$ cat src/rtl/hamming_stream_decoder.sv
// Byte-serial SECDED decoder for 16-bit extended-Hamming codewords carrying 11 data bits.
// Two bytes in (LSB first), one decode cycle, two bytes out with sec/ded flags and error statistics.
module hamming_stream_decoder #(
    parameter int CNT_W = 8
) (
    input  logic             clk,
    input  logic             reset,
    input  logic             in_valid,
    output logic             in_ready,
    input  logic [7:0]       in_byte,
    output logic             out_valid,
    input  logic             out_ready,
    output logic [7:0]       out_byte,
    output logic [4:0]       err_pos,
    output logic [CNT_W-1:0] corrected_cnt,
    output logic [CNT_W-1:0] uncorrectable_cnt
);
    typedef enum logic [2:0] {
        RX_LO  = 3'd0,
        RX_MSB = 3'd1,
        DECODE = 3'd2,
        TX_LO  = 3'd3,
        TX_HI  = 3'd4
    } state_t;

    state_t      state;
    logic [15:0] cw_p0;
    logic [7:0]  hi_byte_p1;

    logic [3:0]  syn;
    logic        par;
    logic        sec;
    logic        ded;
    logic [10:0] data;

    function automatic logic [CNT_W-1:0] sat_inc(input logic [CNT_W-1:0] v);
        return (&v) ? v : v + 1'b1;
    endfunction

    // Selects the data bit sitting at codeword position s; parity positions select nothing.
    function automatic logic [10:0] pos_mask(input logic [3:0] s);
        return {s == 4'd15, s == 4'd14, s == 4'd13, s == 4'd12, s == 4'd11,
                s == 4'd10, s == 4'd9,  s == 4'd7,  s == 4'd6,  s == 4'd5,
                s == 4'd3};
    endfunction

    always_comb begin
        syn[0] = ^(cw_p0 & 16'hAAAA);
        syn[1] = ^(cw_p0 & 16'hCCCC);
        syn[2] = ^(cw_p0 & 16'hF0F0);
        syn[3] = ^(cw_p0 & 16'hFF00);
        par    = ^cw_p0;
        sec    = par;
        ded    = !par && (syn != 4'd0);
        data   = {cw_p0[15:9], cw_p0[7:5], cw_p0[3]} ^ ({11{par}} & pos_mask(syn));
    end

    always_ff @(posedge clk) begin
        if (reset) begin
            state             <= RX_LO;
            in_ready          <= 1'b1;
            out_valid         <= 1'b0;
            out_byte          <= 8'd0;
            err_pos           <= 5'd0;
            corrected_cnt     <= '0;
            uncorrectable_cnt <= '0;
        end else begin
            case (state)
                // p0: collect the two codeword bytes
                RX_LO: begin
                    if (in_valid) begin
                        cw_p0[7:0] <= in_byte;
                        state      <= RX_MSB;
                    end
                end
                RX_MSB: begin
                    if (in_valid) begin
                        cw_p0[15:8] <= in_byte;
                        in_ready    <= 1'b0;
                        state       <= DECODE;
                    end
                end
                // p1: register corrected payload, flags and statistics
                DECODE: begin
                    err_pos    <= {syn, par};
                    out_byte   <= data[7:0];
                    hi_byte_p1 <= {ded, sec, 3'b000, data[10:8]};
                    if (sec) corrected_cnt <= sat_inc(corrected_cnt);
                    if (ded) uncorrectable_cnt <= sat_inc(uncorrectable_cnt);
                    out_valid  <= 1'b1;
                    state      <= TX_LO;
                end
                // p2: present both result bytes, holding while the consumer stalls
                TX_LO: begin
                    if (out_ready) begin
                        out_byte <= hi_byte_p1;
                        state    <= TX_HI;
                    end
                end
                TX_HI: begin
                    if (out_ready) begin
                        out_valid <= 1'b0;
                        in_ready  <= 1'b1;
                        state     <= RX_LO;
                    end
                end
                default: begin
                    out_valid <= 1'b0;
                    in_ready  <= 1'b1;
                    state     <= RX_LO;
                end
            endcase
        end
    end
endmodule

$ cat config.mk
export PLATFORM = sky130hd
export DESIGN_NAME = hamming_stream_decoder
export DESIGN_NICKNAME = d
export VERILOG_FILES = /design/src/rtl/hamming_stream_decoder.sv
export SDC_FILE = /design/constraint.sdc
export NUM_CORES = 1
export LEC_CHECK = 0
export ABC_AREA = 1
export CAP_MARGIN = 0
export CORE_MARGIN = 2
export CORE_UTILIZATION = 50
export DETAILED_ROUTE_END_ITERATION = 12
export PLACE_DENSITY_LB_ADDON = 0.15
export RECOVER_POWER = 50
export SYNTH_ARGS = -nofsm -noshare
export SYNTH_HDL_FRONTEND = slang
export SYNTH_SLANG_ARGS = --single-unit
$ cat constraint.sdc
create_clock -name clk -period 1.9 [get_ports clk]
set_input_delay 0.38 -clock clk [delete_from_list [all_inputs] [get_ports clk]]
set_output_delay 0.38 -clock clk [all_outputs]
set_load 0.05 [all_outputs]
After elaboration in Yosys (flattened, before gate mapping). Index checks and enable logic that the tools add are counted.

Muxes and demuxes: 12. Add/subtract/negate cells: 2. Bitwise operators: 7. Equal/unequal tests: 19. Reductions and logical operators: 23.

Operators by type and width (count): $reduce_xor 16->1 (5); $eq 4x4->1 const B (7); $add 8x1->8 const B (2); $pmux 8 s2 (1); $reduce_and 8->1 (2); $pmux 3 s5 (1); $reduce_and 3->1 (5); $eq 4x3->1 const B (3); $mux 3 (4); $and 11x11->11 (1); $xor 11x11->11 (1); $mux 8 (1); $ne 2x2->1 const B (4); $eq 3x2->1 const B (2); $pmux 1 s3 (2); $reduce_and 2->1 (3); $reduce_or 3->1 (2); $not 1->1 (5); $eq 4x2->1 const B (1); $reduce_and 4->1 (1); $reduce_bool 4->1 (1); $eq 3x1->1 const B (1); $eq 3x3->1 const B (1); $logic_not 3->1 (1); other kinds (4) (6).

Flip-flop bits (word level): 55. Word-level logic and storage cells: 73. Bits of input ports: 12.

Longest topological paths before layout. Gate-level depths: netlist (run 1).

Word-level depth: 5. Depth in mapped cells: 15.

Least setup slack after synthesis (run 1). OpenSTA, ideal clock, no wires.

Kind: register to register. Start: reg corrected_cnt[1]. End: reg corrected_cnt[6]. Cell stages (with the launch flop): 9. Buffers on the path: 1. Setup time: 0.078 ns. Setup slack: -0.106 ns. Arrival: 1.928 ns. Cell sequence: dfxtp_1 > ha_1 > inv_1 > nor4_1 > nand3_1 > nand3_4 > buf_6 > nor3_1 > nor3_1.

Word-level cells in the longest chain between the ends: 3.

Ends and longest elaborated chain: start: declaration (RTL line 15) `output logic [CNT_W-1:0] corrected_cnt,`; start signal: assignment (RTL line 88) `if (sec) corrected_cnt <= sat_inc(corrected_cnt);`; branches (longest 3 deep; another with $add 8x1->8).

Several ways; the timed one is not identified. A chain may end at the register's enable or synchronous reset.

Worst setup path after layout (run 1).
Start: reg cw_p0[7]. End: reg out_byte[3].

Word-level cells in the longest chain between the ends: 5.

Ends and longest elaborated chain: start: declaration (RTL line 27) `logic [15:0] cw_p0;`; start signal: assignment (RTL line 72) `cw_p0[7:0] <= in_byte;`; $reduce_xor 16->1 (on tied branches) (RTL line 48, 49, 50); $eq 4x3->1 (RTL line 43) `s == 4'd10, s == 4'd9, s == 4'd7, s == 4'd6, s == 4'd5,`; $and 11x11->11 (RTL line 55) `data = {cw_p0[15:9], cw_p0[7:5], cw_p0[3]} ^ ({11{par}} & pos_mask(syn));`; $xor 11x11->11 (*) (RTL line 55); $pmux 8 s2 (*) (RTL line 68) `case (state)`; end signal: assignment (RTL line 86) `out_byte <= data[7:0];`; end signal: assignment (RTL line 96) `out_byte <= hi_byte_p1;`; end: declaration (RTL line 13) `output logic [7:0] out_byte,`.

Every way passes the cells marked *; elsewhere a longest branch is shown, timed or not.

==> impl_metrics.py, run 1 <==
metrics = {
    "die": {
        "die_h_um": 83.9,
        "design.die.area_sq_um": 7040,
        "num_rows": 29,
        "ios": 43,
        "start_util_pct": 50.8,
        "die_w_um": 83.9,
        "core_area_sq_um": 6280,
    },
    "clock_tree": {
        "cts_made_buffers": 5,
        "cts.path.max_buffers": 2,
        "clk_pin_slew_ns": 0.10,
        "cts-root-buf": "clkbuf_8",
        "ctsHtreeMaxLevel": 2,
        "clk_latency_ns": 0.31,
        "hold_buffers": 0,
        "clock_sinks": 55,
        "cts_tree": "yes",
    },
    "routing": {
        "post_drt_wl_per_cell_um": 14.0,
        "vias": 3047,
        "drt_iter0_drc": 199,
        "postRouteAntennaNets": 0,
        "route.detailed.drc": 0,
        "drt_wl_total_um": 8130,
        "first_pass_iters": 4,
        "via_per_inst": 5.25,
    },
    "run_status": {
        "violations": "negative setup slack",
        "outcome": "finished, violations left",
    },
    "grt": {
        "antenna_found_initial": 0,
        "met3_usage_pct": 3.26,
        "met1_usage_pct": 29.2,
        "grt_busiest_layer": "met2",
        "grt_usage_pct": 21.0,
        "grt_max_degree": 22,
        "overflow": 0,
        "grt_util_met2_pct": 34.0,
        "grt_pass1_wl_um": 12100,
        "grt_pass1_vias": 2646,
    },
    "final_layout": {
        "final_net_count": 516,
        "n_fill_cell": 550,
        "seqCellArea_sq_um": 1320,
        "multi_input_area_sq_um": 1920,
        "antennaDiodeCount": 0,
        "final_layout_size_suffix_gt1_share_pct": 25.8,
        "syn2layout_area_growth_pct": 30.1,
    },
    "sta": {
        "fin_crit_sh_pct": 102,
        "relSlewSlack_pct": 60.2,
        "setup_slack_ns": -0.0404,
        "clock.fmax_mhz": 515,
        "period_minus_slack_ns": 1.94,
        "tns_ns": -0.0483,
        "setup_viol": 2,
        "tightest_slew_ns": 0.600,
        "skew_ns": 0.0121,
        "hold_violations": 0,
        "maxSlewViolCount": 0,
        "rsz0062_at_grt": "yes",
    },
    "worst_setup_path": {
        "cp_slowest_cell": "edfxtp_1",
        "cp_data_arrival_time_ns": 2.18,
        "startpoint": "cw_p0[7]$_DFFE_PP_",
        "critPathMostFrequentCell": "nand2_2",
        "startpoint_type": "flop",
        "slowest_delay_ns": 0.53,
        "critPathCaptureType": "flop",
        "critPathRequiredTime_ns": 2.14,
        "r2r_start": "cw_p0[7]$_DFFE_PP_",
        "worstPathCellList": "clkinv_2 > nand2_2 > nand2_2 > nand2_2 > nand2_4 > nand2_1 > nand2_4 > nand3_1 > o21ai_0 > nand3_1 > a21oi_1",
        "critPathKind": "flop to flop",
        "crit_fanout": 6,
    },
    "power": {
        "p_total_mw": 2.79,
        "irDropWorstVdd_mv": 0.472,
        "intPower_mw": 1.88,
        "p_sw_uw": 911,
        "powerDensity_nw_per_um2": 673,
        "clockPowerShare_pct": 26.5,
        "p_seq_share_pct": 47.6,
        "pwr-share-comb_pct": 25.9,
        "p_sw_share_pct": 32.6,
        "p_leak_nw": 1.74,
    },
    "synth": {
        "avgSynthCellArea_sq_um": 7.39,
        "yosysWarningCount": 0,
        "syn-cell-area_sq_um": 3190,
        "synth.largest_area_cell": "dfxtp_1",
        "yosysSeqAreaShare_pct": 41.1,
        "synth_area_leaders": "dfxtp_1 (21%), edfxtp_1 (20%), nand2_1 (18%)",
        "postSynthCellCount": 432,
        "yosys_register_bits": 55,
        "yosysTopAreaCellShare_pct": 21.3,
        "syn_nets": 446,
        "ys_types": 35,
    },
    "hold_path": {
        "hp-start": "out_byte[4]$_SDFFE_PP0P_",
        "hp-class": "flop to flop",
    },
    "placed_design": {
        "place_congestion": 0.976,
        "dp_hpwl_um": 5530,
        "numPortBuffers": 42,
        "place_ws_ns": -0.0287,
    },
    "job": {
        "max_cap_violations": 0,
    },
}
through the flow:
| stage | hold slack [ns] | utilization [%] | cells | cell area [sq um] |
|---|---|---|---|---|
| after detailed placement | 0.454 | 59.2 | 555 | 3720 |
| after global placement | 0.452 | 59.2 | 555 | 3720 |
| after global routing | 0.502 | 66.1 | 580 | 4150 |
| after CTS | 0.469 | 61.1 | 565 | 3840 |
| final | 0.468 | 66.1 | 580 | 4150 |
| after floorplan | 0.479 | - | 432 | 3200 |
power by group through the flow:
| stage | registers [mW] | clock network, mW | logic, mW |
|---|---|---|---|
| after floorplan | 1.45 | 0 | 0.327 |
| after global placement | 1.35 | 0 | 0.602 |
| after detailed placement | 1.36 | 0 | 0.607 |
| after CTS | 1.33 | 0.761 | 0.612 |
| after global routing | 1.33 | 0.789 | 0.778 |
| final | 1.33 | 0.741 | 0.723 |
cell usage in the layout, fill, tap and decap left out, types with 7 or more instances in the layout:
cell type | Yosys | layout
dfxtp_1 | 34 | 30
nand2_4 | 2 | 15
clkdlybuf4s50_1 | 0 | 21
inv_2 | 10 | 11
xnor2_1 | 8 | 7
dlygate4sd3_1 | 0 | 8
nand2_2 | 16 | 41
nand3_1 | 34 | 31
buf_4 | 0 | 28
edfxtp_1 | 21 | 21
a21oi_1 | 28 | 27
nor3_1 | 7 | 7
nand2_1 | 155 | 116
xor2_1 | 12 | 12
inv_1 | 28 | 26
nor2_1 | 30 | 26
clkbuf_1 | 5 | 14
synth_stat cells, drive strengths merged:
| master | instances |
|---|---|
| a21oi | 29 |
| a31oi | 2 |
| buf | 4 |
| clkbuf | 5 |
| clkinv | 2 |
| dfxtp | 34 |
| edfxtp | 21 |
| ha | 2 |
| inv | 38 |
| nand2 | 174 |
| nand3 | 35 |
| nand3b | 1 |
| nand4 | 2 |
| nor2 | 32 |
| nor3 | 9 |
| nor4 | 2 |
| o211ai | 5 |
| o21ai | 9 |
| o21bai | 5 |
| o31ai | 1 |
| xnor2 | 8 |
| xor2 | 12 |
metal layers:
metal	vias up	share of wire, %
li1	1544	-
met1	1396	45
met2	92	48
met3	15	5.6
met4	0	2.1
met5	-	0
logic make-up (layout without fill, tap and decap cells):
group,Yosys count,in the layout,share of synthesized area [%]
AO/OA/AOI/OAI,51,51,9.88
flip-flops,55,55,41.1
AND/OR/NAND/NOR,255,256,36.0
adder cells (fa/ha/maj),2,2,0.784
XOR/XNOR,20,20,5.49
buffers and inverters,49,119,6.74
state kept, by name (all words and copies together), names as in the netlist:
register	count
corrected_cnt	8
state	3
in_ready	1
out_byte	8
out_valid	1
err_pos	5
uncorrectable_cnt	8
cw_p0	16
hi_byte_p1	5
cell type report:
class,instances,area share (%)
sequential,55,31.7
clock buffer,7,2.35
multi-input combinational,329,46.2
timing repair buffer,71,13.5
tap,77,2.32
inverter,40,3.71
clock inverter,1,0.211
final timing paths:
check / cells after the start / slack, ns / to
setup / recovery: 11 / -0.04 / out_byte[3]$_SDFFE_PP0P_
hold / removal: 2 / 0.47 / out_byte[4]$_SDFFE_PP0P_
setup reg to reg: 11 / -0.04 / out_byte[3]$_SDFFE_PP0P_
hold reg to reg: 2 / 0.47 / out_byte[4]$_SDFFE_PP0P_
critical path: cells and delay by family, from the launching register on:
kind                   cells  cell delay, ns
and+or+nand+nor            8            0.84
DFF                        1            0.53
AOI/OAI and AO/OA          2            0.38
buffers and inverters      1            0.12
repair_timing:
item | 4_1_cts | 5_1_grt
setup buffers | 2 | 14
pin swaps | 1 | 23
gates cloned | 0 | 1
resized for setup | 0 | 76
endpoints found under the setup margin | 2 | 29
No activity file was read; power rests on OpenSTA's default activity.
==> run 2: changes to the inputs <==
--- a/config.mk
+++ b/config.mk
@@ -12,6 +12,7 @@
 export DETAILED_ROUTE_END_ITERATION = 12
 export PLACE_DENSITY_LB_ADDON = 0.15
 export RECOVER_POWER = 50
+export REMOVE_ABC_BUFFERS = 1
 export SYNTH_ARGS = -nofsm -noshare
 export SYNTH_HDL_FRONTEND = slang
 export SYNTH_SLANG_ARGS = --single-unit
==> run 2 against run 1 <==
The flow still finishes with violations (negative setup slack); cell count is 1.9% higher; clock skew decreased by 0.0031 ns; combinational power up 2%; critical path type unchanged.
==> impl_metrics.py, run 2 (synthesized netlist as in run 1, its figures left out) <==
metrics = {
    "hold_path": {
        "hp-start": "out_byte[3]$_SDFFE_PP0P_",
        "hold_path_depth": 2,
        "hp-class": "flop to flop",
        "hold_end": "out_byte[3]$_SDFFE_PP0P_",
    },
    "grt": {
        "grt_max_degree": 17,
        "grt_pass1_vias": 2752,
        "grt_pass1_wl_um": 12500,
        "grt_usage_pct": 21.9,
        "antenna_found_initial": 0,
        "overflow": 0,
    },
    "die": {
        "design.die.area_sq_um": 7040,
        "num_rows": 29,
        "die_w_um": 83.9,
        "start_util_pct": 50.8,
        "die_h_um": 83.9,
        "core_area_sq_um": 6280,
        "ios": 43,
    },
    "final_layout": {
        "top_register": "cw_p0",
        "mostFrequentLayoutCell": "nand2_1",
        "final_area_sq_um": 4340,
        "antennaDiodeCount": 0,
        "final_net_count": 527,
        "final_cells": 591,
        "largest_reg_flops": 16,
        "final_cell_mix": "nand2_1 (107), nand2_2 (50), buf_4 (40)",
        "seqCellArea_sq_um": 1310,
        "final_layout_size_suffix_gt1_share_pct": 33.1,
        "multi_input_area_sq_um": 2020,
        "n_fill_cell": 520,
        "utilization_pct": 69.1,
        "syn2layout_area_growth_pct": 35.9,
    },
    "sta": {
        "tightest_slew_ns": 0.601,
        "fin_crit_sh_pct": 102,
        "period_minus_slack_ns": 1.93,
        "relSlewSlack_pct": 60.1,
        "maxSlewViolCount": 0,
        "tns_ns": -0.0569,
        "finalHoldWorstSlack_ns": 0.468,
        "setup_slack_ns": -0.0314,
        "skew_ns": 0.00907,
        "hold_violations": 0,
        "clock.fmax_mhz": 518,
        "setup_viol": 2,
        "rsz0062_at_grt": "yes",
    },
    "job": {
        "max_cap_violations": 0,
    },
    "power": {
        "p_total_mw": 2.77,
        "p_seq_share_pct": 48.0,
        "p_sw_uw": 932,
        "clockPowerShare_pct": 25.5,
        "p_leak_nw": 1.89,
        "intPower_mw": 1.84,
        "irDropWorstVdd_mv": 0.411,
        "pwr-share-comb_pct": 26.5,
        "powerDensity_nw_per_um2": 638,
        "p_sw_share_pct": 33.7,
    },
    "run_status": {
        "outcome": "finished, violations left",
        "violations": "negative setup slack",
    },
    "clock_tree": {
        "clk_latency_ns": 0.32,
        "cts_tree": "yes",
        "clock_sinks": 55,
        "ctsHtreeMaxLevel": 2,
        "clk_pin_slew_ns": 0.10,
        "cts_made_buffers": 5,
        "hold_buffers": 0,
        "cts.path.max_buffers": 2,
        "cts-root-buf": "clkbuf_8",
    },
    "worst_setup_path": {
        "critPathRequiredTime_ns": 2.16,
        "r2r_start": "cw_p0[9]$_DFFE_PP_",
        "timing.rr.end": "corrected_cnt[0]$_SDFFE_PP0P_",
        "worstRegToRegCells": 13,
        "critPathKind": "flop to flop",
        "critPathCaptureType": "flop",
        "rrSetupSlack_ns": -0.03,
        "cp_data_arrival_time_ns": 2.20,
        "crit_fanout": 7,
        "startpoint_type": "flop",
    },
    "placed_design": {
        "dp_hpwl_um": 5580,
        "place_ws_ns": -0.0292,
        "placed_cells": 555,
        "numPortBuffers": 42,
        "placed_area_sq_um": 3690,
        "place_congestion": 0.984,
    },
    "routing": {
        "drt_iter0_drc": 281,
        "first_pass_iters": 5,
        "route.detailed.drc": 0,
        "drt_wl_total_um": 8430,
        "postRouteAntennaNets": 0,
        "via_per_inst": 5.34,
        "post_drt_wl_per_cell_um": 14.3,
        "vias": 3154,
    },
}
==> run 2: worst max-delay path: stages (launching register included) <==
cell and delay [ns]:
edfxtp_1 0.54, inv_2 0.16, nand2_2 0.06, nand2_2 0.09, nand2_2 0.07, nand2_2 0.09, nand2_2 0.08, nand2_4 0.11
nand2_4 0.09, nand2_8 0.10, nand3_4 0.12, buf_6 0.16, buf_6 0.11, a21oi_2 0.10
==> run 2: area by class of cell <==
cell class | instances | area share [%]
Timing Repair Buffer | 83 | 15.3
Tap cell | 77 | 2.22
Clock buffer | 7 | 1.99
Clock inverter | 1 | 0.202
Multi-Input combinational cell | 328 | 46.5
Inverter | 40 | 3.55
Sequential cell | 55 | 30.2
==> run 2: how the worst max path moves through the flow <==
stage,start,end,cells past startpoint
2_1_floorplan,corrected_cnt[1]$_SDFFE_PP0P_,corrected_cnt[6]$_SDFFE_PP0P_,8
3_3_place_gp,cw_p0[15]$_DFFE_PP_,hi_byte_p1[0]$_DFFE_PP_,10
3_5_place_dp,cw_p0[15]$_DFFE_PP_,corrected_cnt[3]$_SDFFE_PP0P_,14
4_1_cts,out_byte[6]$_SDFFE_PP0P_,out_byte[6],1
5_1_grt,cw_p0[7]$_DFFE_PP_,uncorrectable_cnt[1]$_SDFFE_PP0P_,10
6_report,cw_p0[9]$_DFFE_PP_,corrected_cnt[0]$_SDFFE_PP0P_,13
==> run 2: what timing repair did <==
item                                    CTS  global route
gates resized for setup                   1           110
pin swaps                                 0            39
setup buffers                             6            22
endpoints found under the setup margin    3            32
gates cloned                              0             0
==> run 2: power by group through the flow <==
stage,sequential (mW),combinational [mW],clock [mW]
after global placement,1.35,0.599,0
after floorplan,1.45,0.308,0
final,1.33,0.734,0.706
after CTS,1.33,0.614,0.709
after global routing,1.33,0.793,0.756
after detailed placement,1.36,0.605,0
==> run 2: metal layers <==
metal	part of all wire, %	track usage [%]	vias up
met3	6.8	4.15	21
li1	-	-	1557
met4	2.0	6.89	0
met5	0	0	-
met1	43	29.7	1448
met2	48	35.5	128
==> run 3: changes to the inputs <==
--- a/config.mk
+++ b/config.mk
@@ -6,13 +6,13 @@
 export NUM_CORES = 1
 export LEC_CHECK = 0
 export ABC_AREA = 1
+export ABC_CLOCK_PERIOD_IN_PS = 1900
 export CAP_MARGIN = 0
 export CORE_MARGIN = 2
 export CORE_UTILIZATION = 50
 export DETAILED_ROUTE_END_ITERATION = 12
 export PLACE_DENSITY_LB_ADDON = 0.15
 export RECOVER_POWER = 50
-export REMOVE_ABC_BUFFERS = 1
 export SYNTH_ARGS = -nofsm -noshare
 export SYNTH_HDL_FRONTEND = slang
 export SYNTH_SLANG_ARGS = --single-unit
==> results of run 3 <==
No change in the layout: final DEF, timing and power equal those of run 1.
==> RTL edit (settings of run 1) <==
The parameter `CNT_W` goes from 8 to 12.
--- a/src/rtl/hamming_stream_decoder.sv
+++ b/src/rtl/hamming_stream_decoder.sv
@@ -1,7 +1,7 @@
 // Byte-serial SECDED decoder for 16-bit extended-Hamming codewords carrying 11 data bits.
 // Two bytes in (LSB first), one decode cycle, two bytes out with sec/ded flags and error statistics.
 module hamming_stream_decoder #(
-    parameter int CNT_W = 8
+    parameter int CNT_W = 12
 ) (
     input  logic             clk,
     input  logic             reset,
Interface: changed (resized corrected_cnt and uncorrectable_cnt); port bits go from 43 to 51. No check against the original RTL was run, so the function may have changed too.
==> RTL edit against run 1 <==
Cell area increased by 24%. Sequential cell count grew 8. The flow still finishes with violations (setup timing). Routed wire length is 25% higher. Area after synthesis increased by 16%. First-iteration DRC count increased by 4.5%. Worst setup slack worse by 0.068 ns. Critical path depth rose by 3.
Power is not compared: it rests on default switching activity, and its combinational part moved more than twofold at a synthesized area within 25%.
==> RTL edit: results (changes against run 1) <==
CTS
-------------------------------------------------------------------------------
Clock latency on the worst-skew pair                                    0.35 ns   was 0.31 ns

TIMING
-------------------------------------------------------------------------------
Layout Skew                                                          0.01220 ns   was 0.01214 ns
Tightest Pin Transition                                               0.6322 ns   was 0.5995 ns
Worst setup margin                                                   -0.1085 ns   was -0.04037 ns
Final-report setup violation count                                           32   was 2

LOGIC SYNTHESIS
-------------------------------------------------------------------------------
Largest cells by area after synthesis                              sky130_fd_sc_hd__dfxtp_1 (23%), sky130_fd_sc_hd__nand2_1 (21%), sky130_fd_sc_hd__edfxtp_1 (17%)   was sky130_fd_sc_hd__dfxtp_1 (21%), sky130_fd_sc_hd__edfxtp_1 (20%), sky130_fd_sc_hd__nand2_1 (18%)
Syn nets                                                                    540   was 446
Most frequent cells after synthesis                                sky130_fd_sc_hd__nand2_1 (208), sky130_fd_sc_hd__inv_1 (45), sky130_fd_sc_hd__dfxtp_1 (42), sky130_fd_sc_hd__nand3_1 (34), sky130_fd_sc_hd__nor2_1 (33)   was sky130_fd_sc_hd__nand2_1 (155), sky130_fd_sc_hd__dfxtp_1 (34), sky130_fd_sc_hd__nand3_1 (34), sky130_fd_sc_hd__nor2_1 (30)
Post-synthesis instance area                                       0.003706 mm^2   was 0.003191 mm^2

ROUTE
-------------------------------------------------------------------------------
Wire length after detailed routing                                     10.16 mm   was 8.133 mm
1st-iter DRT viols                                                          208   was 199
Vias per inst                                                             5.191   was 5.253

LAYOUT
-------------------------------------------------------------------------------
Layout Nets                                                                 649   was 516
Relative area of clock buffers and inverters in the final design         3.545%   was 2.563%
Number of clock buffer instances in the layout                               11   was 7
Fillcell total                                                              597   was 550

PLACED DESIGN
-------------------------------------------------------------------------------
Global placement routability congestion                                  0.9540   was 0.9758
Half-perimeter wire length after detailed placement                    6.864 mm   was 5.534 mm

STATUS
-------------------------------------------------------------------------------
Result of the run                                                  finished, violations left   unchanged
Failing checks                                                     setup timing   unchanged

GLOBAL ROUTE
-------------------------------------------------------------------------------
Global-route wire length before repair                                 15.64 mm   was 12.10 mm
Pin count of the biggest net entering global routing                         16   was 22
Combined global-route utilization of all metal layers                    23.56%   was 21.03%

WORST SETUP PATH
-------------------------------------------------------------------------------
Worst reg2reg path endpoint                                        uncorrectable_cnt[11]$_SDFFE_PP0P_   was out_byte[3]$_SDFFE_PP0P_
Reg2reg path depth                                                           14   was 11
Arrival time of data at the critical path endpoint                      2.29 ns   was 2.18 ns

[RTL edit: cell count changes in the layout (fill, tap and decap cells not counted), sizes merged, moves of 6 or more]
cell	run 1	this run
a21oi	29	35
buf	28	61
clkbuf	20	34
clkdlybuf4s50	21	7
clkinv	2	8
dfxtp	34	42
inv	39	52
nand2	174	231
[RTL edit: what timing repair did]
item                       in CTS  in global routing
resized for setup              36                 88
cloned                          1                  1
setup endpoints to repair      34                 40
pin swaps                       1                 24
buffers inserted                6                  9
[RTL edit: power by group]
group | total, mW | leakage (nW) | internal (mW) | switching, mW
Combinational | 2.17 | 1.64 | 0.739 | 1.44
Clock | 1.09 | 0.0985 | 0.549 | 0.538
Sequential | 1.70 | 0.536 | 1.58 | 0.125
[RTL edit: cell families (layout without fill, tap and decap cells)]
group | count (synthesis) | after routing | share of synthesized area [%]
adders and majority gates | 2 | 2 | 0.6751
DFF | 63 | 63 | 39.70
buffers and inverters | 65 | 178 | 7.360
and+or+nand+nor | 323 | 324 | 38.52
AOI/OAI and AO/OA | 51 | 51 | 8.541
xor gates and xnor gates | 22 | 22 | 5.199
[RTL edit: stage by stage]
stage / setup TNS (ns) / util (%) / instances / hold slack (ns) / total power [mW]
final: -2.267 / 71.42 / 739 / 0.4657 / 4.965
after detailed placement: -1.941 / 62.83 / 706 / 0.4545 / 3.626
after global placement: -0.4294 / 62.83 / 706 / 0.4513 / 3.590
after floorplan: 0 / - / 526 / 0.4789 / 2.992
after CTS: -0.2207 / 67.92 / 729 / 0.4645 / 4.842
after global routing: -6.868 / 71.42 / 739 / 0.4897 / 5.246
[RTL edit: routing by layer]
metal	wire (um)	vias up	track usage, %
li1	-	1890	-
met1	4403	1799	30.88
met2	5063	128	38.72
met3	480	19	5.029
met4	214	0	7.949
met5	0	-	0
